[src/rtl/program_loader.sv]
// UART program loader: receives 8N1 bytes, packs them little-endian
// into words and strobes each word out with its byte address.
//
// Ports:
//   CLK   - clock, rising edge
//   RST_X - async active-low reset
//   RXD   - UART serial input (idle high, already synchronized)
//   ADDR  - byte address of the word on DATA
//   DATA  - assembled little-endian word
//   WE    - one-cycle strobe qualifying ADDR/DATA
//   DONE  - sticky, image fully received
module program_loader #(
  parameter int CLKS_PER_BIT = 200,
  parameter int LOAD_BYTES   = 16384
) (
  input  logic        CLK,
  input  logic        RST_X,
  input  logic        RXD,
  output logic [31:0] ADDR,
  output logic [31:0] DATA,
  output logic        WE,
  output logic        DONE
);

  localparam int CW = $clog2(CLKS_PER_BIT);

  localparam logic [CW-1:0] FULL_M1 =
    CW'(CLKS_PER_BIT - 1);
  localparam logic [CW-1:0] HALF_M1 =
    CW'(CLKS_PER_BIT / 2 - 1);
  localparam logic [31:0] LAST_ADDR =
    32'(LOAD_BYTES - 4);

  typedef enum logic [1:0] {
    S_IDLE,
    S_START,
    S_DATA,
    S_STOP
  } rx_state_e;

  rx_state_e   state_q, state_d;
  logic [CW-1:0] cnt_q, cnt_d;
  logic [2:0]  bit_q, bit_d;
  logic [7:0]  shift_q, shift_d;
  logic [1:0]  bcnt_q, bcnt_d;
  logic [23:0] word_q, word_d;
  logic [31:0] addr_q, addr_d;
  logic [31:0] data_q, data_d;
  logic        we_q, we_d;
  logic        done_q, done_d;
  logic        byte_ok;

  always_ff @(posedge CLK or negedge RST_X) begin
    if (!RST_X) begin
      state_q <= S_IDLE;
      cnt_q   <= '0;
      bit_q   <= '0;
      shift_q <= '0;
      bcnt_q  <= '0;
      word_q  <= '0;
      addr_q  <= '0;
      data_q  <= '0;
      we_q    <= 1'b0;
      done_q  <= 1'b0;
    end else begin
      state_q <= state_d;
      cnt_q   <= cnt_d;
      bit_q   <= bit_d;
      shift_q <= shift_d;
      bcnt_q  <= bcnt_d;
      word_q  <= word_d;
      addr_q  <= addr_d;
      data_q  <= data_d;
      we_q    <= we_d;
      done_q  <= done_d;
    end
  end

  always_comb begin
    state_d = state_q;
    cnt_d   = cnt_q;
    bit_d   = bit_q;
    shift_d = shift_q;
    bcnt_d  = bcnt_q;
    word_d  = word_q;
    addr_d  = addr_q;
    data_d  = data_q;
    we_d    = 1'b0;
    done_d  = done_q;
    byte_ok = 1'b0;

    // Address advances as the strobe ends; the last
    // word's strobe end is also when loading is done.
    if (we_q) begin
      addr_d = addr_q + 32'd4;
      if (addr_q == LAST_ADDR) begin
        done_d = 1'b1;
      end
    end

    unique case (state_q)
      S_IDLE: begin
        if (!done_q && !RXD) begin
          state_d = S_START;
          cnt_d   = '0;
        end
      end
      S_START: begin
        if (cnt_q == HALF_M1) begin
          cnt_d   = '0;
          bit_d   = '0;
          // High at mid-start means a glitch.
          state_d = RXD ? S_IDLE : S_DATA;
        end else begin
          cnt_d = cnt_q + 1'b1;
        end
      end
      S_DATA: begin
        if (cnt_q == FULL_M1) begin
          cnt_d   = '0;
          shift_d = {RXD, shift_q[7:1]};
          if (bit_q == 3'd7) begin
            state_d = S_STOP;
          end else begin
            bit_d = bit_q + 3'd1;
          end
        end else begin
          cnt_d = cnt_q + 1'b1;
        end
      end
      S_STOP: begin
        if (cnt_q == FULL_M1) begin
          cnt_d   = '0;
          state_d = S_IDLE;
          byte_ok = RXD && !done_q;
        end else begin
          cnt_d = cnt_q + 1'b1;
        end
      end
      default: state_d = S_IDLE;
    endcase

    if (byte_ok) begin
      bcnt_d = bcnt_q + 2'd1;
      unique case (1'b1)
        (bcnt_q == 2'd0): word_d[7:0]   = shift_q;
        (bcnt_q == 2'd1): word_d[15:8]  = shift_q;
        (bcnt_q == 2'd2): word_d[23:16] = shift_q;
        (bcnt_q == 2'd3): begin
          data_d = {shift_q, word_q};
          we_d   = 1'b1;
        end
        default: ;
      endcase
    end
  end

  assign ADDR = addr_q;
  assign DATA = data_q;
  assign WE   = we_q;
  assign DONE = done_q;

endmodule

[config.mk]
export PLATFORM = sky130hd
export DESIGN_NAME = program_loader
export DESIGN_NICKNAME = d
export VERILOG_FILES = /design/src/rtl/program_loader.sv
export SDC_FILE = /design/constraint.sdc
export NUM_CORES = 1
export LEC_CHECK = 0
export CORE_UTILIZATION = 35
export CTS_BUF_LIST = sky130_fd_sc_hd__clkbuf_8 sky130_fd_sc_hd__clkbuf_16
export DETAILED_ROUTE_END_ITERATION = 6
export DONT_BUFFER_PORTS = 1
export PLACE_DENSITY = 0.6
export SETUP_SLACK_MARGIN = 0.3
export SYNTH_ARGS = -nofsm -noshare
export SYNTH_HDL_FRONTEND = slang
export SYNTH_SLANG_ARGS = --single-unit
[constraint.sdc]
create_clock -name CLK -period 4.4 [get_ports CLK]
set_input_delay 0.44 -clock CLK [delete_from_list [all_inputs] [get_ports CLK]]
set_output_delay 0.44 -clock CLK [all_outputs]
set_load 0.005 [all_outputs]
**Yosys cells after proc, flatten, opt, wreduce, memory -nomap -nowiden**

Index checks and enable logic that the tools add are counted.

- Bits in read-only memories: 0
- Bits in latches: 0
- Input bits: 3
- Flip-flop bits (word level): 113
- Memories kept: 0
- RAM bits: 0

- Magnitude comparators: 0
- Shift-type cells: 0
- Divide/modulo/power cells: 0
- Reduce and logical (&&, ||, !) cells: 16
- Muxes and demuxes: 19
- Bitwise gates (word level): 0
- $mul: 0
- Add/subtract/negate cells: 4
- Equality and inequality tests: 16

Operators with widths:

| kind | number |
|---|---|
| $add 32x3->32 const B | 1 |
| $eq 32x14->1 const B | 1 |
| $mux 8 | 3 |
| $pmux 8 s3 | 1 |
| $mux 2 | 6 |
| $ne 2x2->1 const B | 6 |
| $reduce_and 2->1 | 6 |
| $mux 3 | 3 |
| $add 8x1->8 const B | 1 |
| $eq 2x2->1 const B | 4 |
| $eq 8x7->1 const B | 1 |
| $eq 8x8->1 const B | 1 |
| $pmux 2 s4 | 1 |
| $pmux 3 s2 | 1 |
| $reduce_and 5->1 | 1 |
| $eq 2x1->1 const B | 2 |
| $logic_not 2->1 | 2 |
| $mux 1 | 4 |
| $reduce_and 4->1 | 1 |
| $add 3x1->3 const B | 1 |
| $eq 3x3->1 const B | 1 |
| $add 2x1->2 const B | 1 |
| $logic_and 1x1->1 | 2 |
| $logic_not 1->1 | 2 |
| other kinds (2) | 2 |

**Depth between registers and ports, before layout**

- Depth in word-level cells: 5
- Mapped depth: 7
- Mapped depth without buffers: 6

**Worst setup path after synthesis**

No wires, ideal clock.

- Path type: register to register
- Start point: reg cnt_q[0]
- End point: reg data_q[0], in the netlist DATA[0]
- Data arrival time: 2,149 ps
- Buffers on the path: 2
- Setup slack: 2,126 ps
- Cell stages (with the launch flop): 8
- Required time: 4,275 ps
- Period minus slack after synthesis: 2,274 ps
- Cells stage by stage: dfrtp_1 > ha_1 > or3b_1 > buf_2 > nor4_4 > nand2_4 > buf_6 > mux2_4

- Word-level cells in the longest chain between the ends: 4

Ends and longest elaborated chain:

| item | line | RTL |
|---|---|---|
| start: declaration | 42 | `logic [CW-1:0] cnt_q, cnt_d;` |
| start signal: assignment | 67 | `cnt_q <= cnt_d;` |
| $eq 8x8->1 | 132 | `if (cnt_q == FULL_M1) begin` |
| $mux 1 | 132 |  |
| $mux 1 | 101 | `unique case (state_q)` |
| $reduce_and 2->1 (no source line) | -- |  |
| end signal: assignment | 73 | `data_q <= data_d;` |
| end: declaration | 48 | `logic [31:0] data_q, data_d;` |

Every way passes these cells.
A chain may end at the register's enable or synchronous reset.

**Worst setup path after layout**

- Start point: reg cnt_q[0]
- End point: reg data_q[11], in the netlist DATA[11]

The elaborated chain is that of the path after synthesis.

==> out/metrics.yaml <==
cts-htree-levels: 3
numCtsBuffers: 9
yosysWarnings: 0
drive_above_1_share_pct: 23.9
drv_cap: 0
arrival_ns: 2.89
synth_top_area_share_pct: 57.0
fin_skew_ns: 0.0126
nets: 379
grt_util_met1_pct: 17.1
grt-busiest-layer: "met2"
dp_slack_ns: 1.70
end_kind: "flop"
yosys-top-cells-area: "dfrtp_1 57%, mux2_4 9.2%, mux2_2 8.3%"
grt_overflow: 0
startpoint_type: "flop"
first_iter_violations: 154
slew_viol_final: 0
placed_cell_area_mm2: 0.00503
vdd_drop_max_v: 0.000215
r2r_slack_ns: 1.74
register_area_mm2: 0.00278
fin_total_pwr_mw: 2.05
clk_pin_slew_ns: 0.07
io_pins: 69
cts_setup_buffers: 0
reg2reg_from: "cnt_q[0]"
async_reset_ff_share_pct: 100
vias_per_cell: 5.10
multi_input_area_mm2: 0.00200
wl_um: 8870
worst_pin_slew_ns: 1.20
maxSlewHeadroom_pct: 19.1
min_path_type: "input pin to asynchronous set/reset pin"
final-hold-violation-count: 0
ys_seq_elements: 111
diodes: 0
grtUsageMet2_pct: 21.6
yosysSeqAreaShare_pct: 57.0
fmaxAchievable_mhz: 376
whs_ns: 0.0234
fin_util_pct: 40.0
setup_tns_ns: 0
status: "finished, final reports clean"
fin_area_mm2: 0.00535
synth_enable_flop_cells: 0
root_buffer: "clkbuf_16"
cts_sinks: 111
grt_pass1_wl_um: 15200
finalCritPeriodShare_pct: 60.5
post-dp-hpwl_um: 5950
ant_nets: 0
postSynthAreaPerCell_um2: 13.4
netlist_area_mm2: 0.00487
grt_max_degree: 112
firstDrtPassIters: 4
die_area_mm2: 0.0144
final_cell_mix: "111 x dfrtp_1, 36 x mux2_2, 30 x mux2_4"
num_vias: 2798
path_class: "flop to flop"
num_rows: 42
rsz0062_at_grt: "false"
area_growth_pct: 9.89
grt_pass1_vias: 2833
cts_buffer_depth: 2
die_x_um: 120
synth_largest_area_cell: "dfrtp_1"
pwr_density_cell_mw_per_mm2: 383
crit_path_max_fanout: 32
drc: 0
r2r_cells: 5
place_inst: 532
required_ns: 4.63
fin_ws_ns: 1.74
io_buffers: 0
instances_no_fill: 549
final_common_cell: "dfrtp_1"
synth.distinct_cells: 49
core-area_mm2: 0.0134
antenna_found_initial: 0
use_met3_pct: 4.85
p_leak_nw: 2.62
start_util_pct: 36.4
gp_congestion: 0.821
period_needed_ns: 2.66
die_h_um: 120
wire_per_inst_um: 16.2
netlist_instances: 364
clock_latency_ns: 0.35
synthFlopType: "dfrtp_1"
cts_tree: "yes"
setup_viol: 0
grtUsageTotal_pct: 13.6
fillers: 1276
r2r-end: "DATA[11]"
flip-flops by register name, indices dropped and copies added (netlist names), named ones only:
register / flops
DATA: 32
bit_q: 3
shift_q: 8
cnt_q: 8
bcnt_q: 2
WE: 1
ADDR: 30
DONE: 1
state_q: 1
word_q: 24
area by class of cell:
cell class / count / area share (%)
inverters: 8 / 0.561
flip-flops and latches: 111 / 51.9
clock buffers: 9 / 4.21
well taps: 176 / 4.11
repair buffers: 1 / 0.514
clock inverters: 7 / 1.31
multi-input cells: 237 / 37.4
how the worst max path moves through the flow:
stage / start / endpoint / slack (ns)
after floorplan: cnt_q[0] / DATA[0] / 2.13
after global placement: cnt_q[0] / DATA[12] / 1.80
after detailed placement: cnt_q[0] / DATA[18] / 1.70
after CTS: cnt_q[0] / DATA[11] / 1.70
after global routing: cnt_q[0] / DATA[11] / 1.50
final: cnt_q[0] / DATA[11] / 1.74
critical path, stage by stage (launching register included):
cell and delay [ns]:
dfrtp_1 0.38, ha_1 0.23, or3b_1 0.47, nor4_4 0.58
nand2_4 0.44, mux2_4 0.43
synthesized netlist by cell type, drive strengths merged, types with 2 or more instances:
| library cell | number |
|---|---|
| o211ai | 5 |
| nand2 | 31 |
| clkbuf | 3 |
| nand3 | 12 |
| xnor2 | 18 |
| dfrtp | 111 |
| nor2 | 12 |
| a31oi | 2 |
| inv | 8 |
| mux2 | 66 |
| xor2 | 13 |
| ha | 8 |
| o21ai | 8 |
| a22o | 2 |
| o21a | 2 |
| and2 | 2 |
| buf | 6 |
| nor3b | 2 |
| and4 | 6 |
| nor3 | 9 |
| and3 | 4 |
| nand4 | 6 |
| nor4 | 10 |
what timing repair did:
action                                 4_1_cts  5_1_grt
endpoints found under the hold margin      111        0
hold buffers                                 1        0
resized for setup                            0        0
cell families (layout without fill, tap and decap cells):
kind of cell | Yosys count | after routing | share of synthesized area, %
AOI/OAI and AO/OA | 27 | 27 | 3.90
xor gates and xnor gates | 31 | 31 | 5.57
adders and majority gates | 8 | 8 | 2.05
buffers and inverters | 17 | 25 | 1.95
DFF | 111 | 111 | 57.0
muxes | 66 | 66 | 17.6
other | 1 | 2 | 0.0770
and+or+nand+nor | 103 | 103 | 11.9
layer usage:
layer  share of wire [%]  wire length, um  vias to the layer above
met4                 1.3              115                        0
met3                 4.9              432                        6
met2                  49             4310                       56
li1                    -                -                     1311
met5                   0                0                        -
met1                  45             4020                     1425
where the power goes:
| part | leakage (nW) | internal [mW] | switching [mW] |
|---|---|---|---|
| registers | 1.53 | 1.06 | 0.0578 |
| clock network | 0.143 | 0.397 | 0.387 |
| logic | 0.950 | 0.0628 | 0.0913 |
| total | 2.62 | 1.52 | 0.536 |
Power figures use the tool's default switching activity.
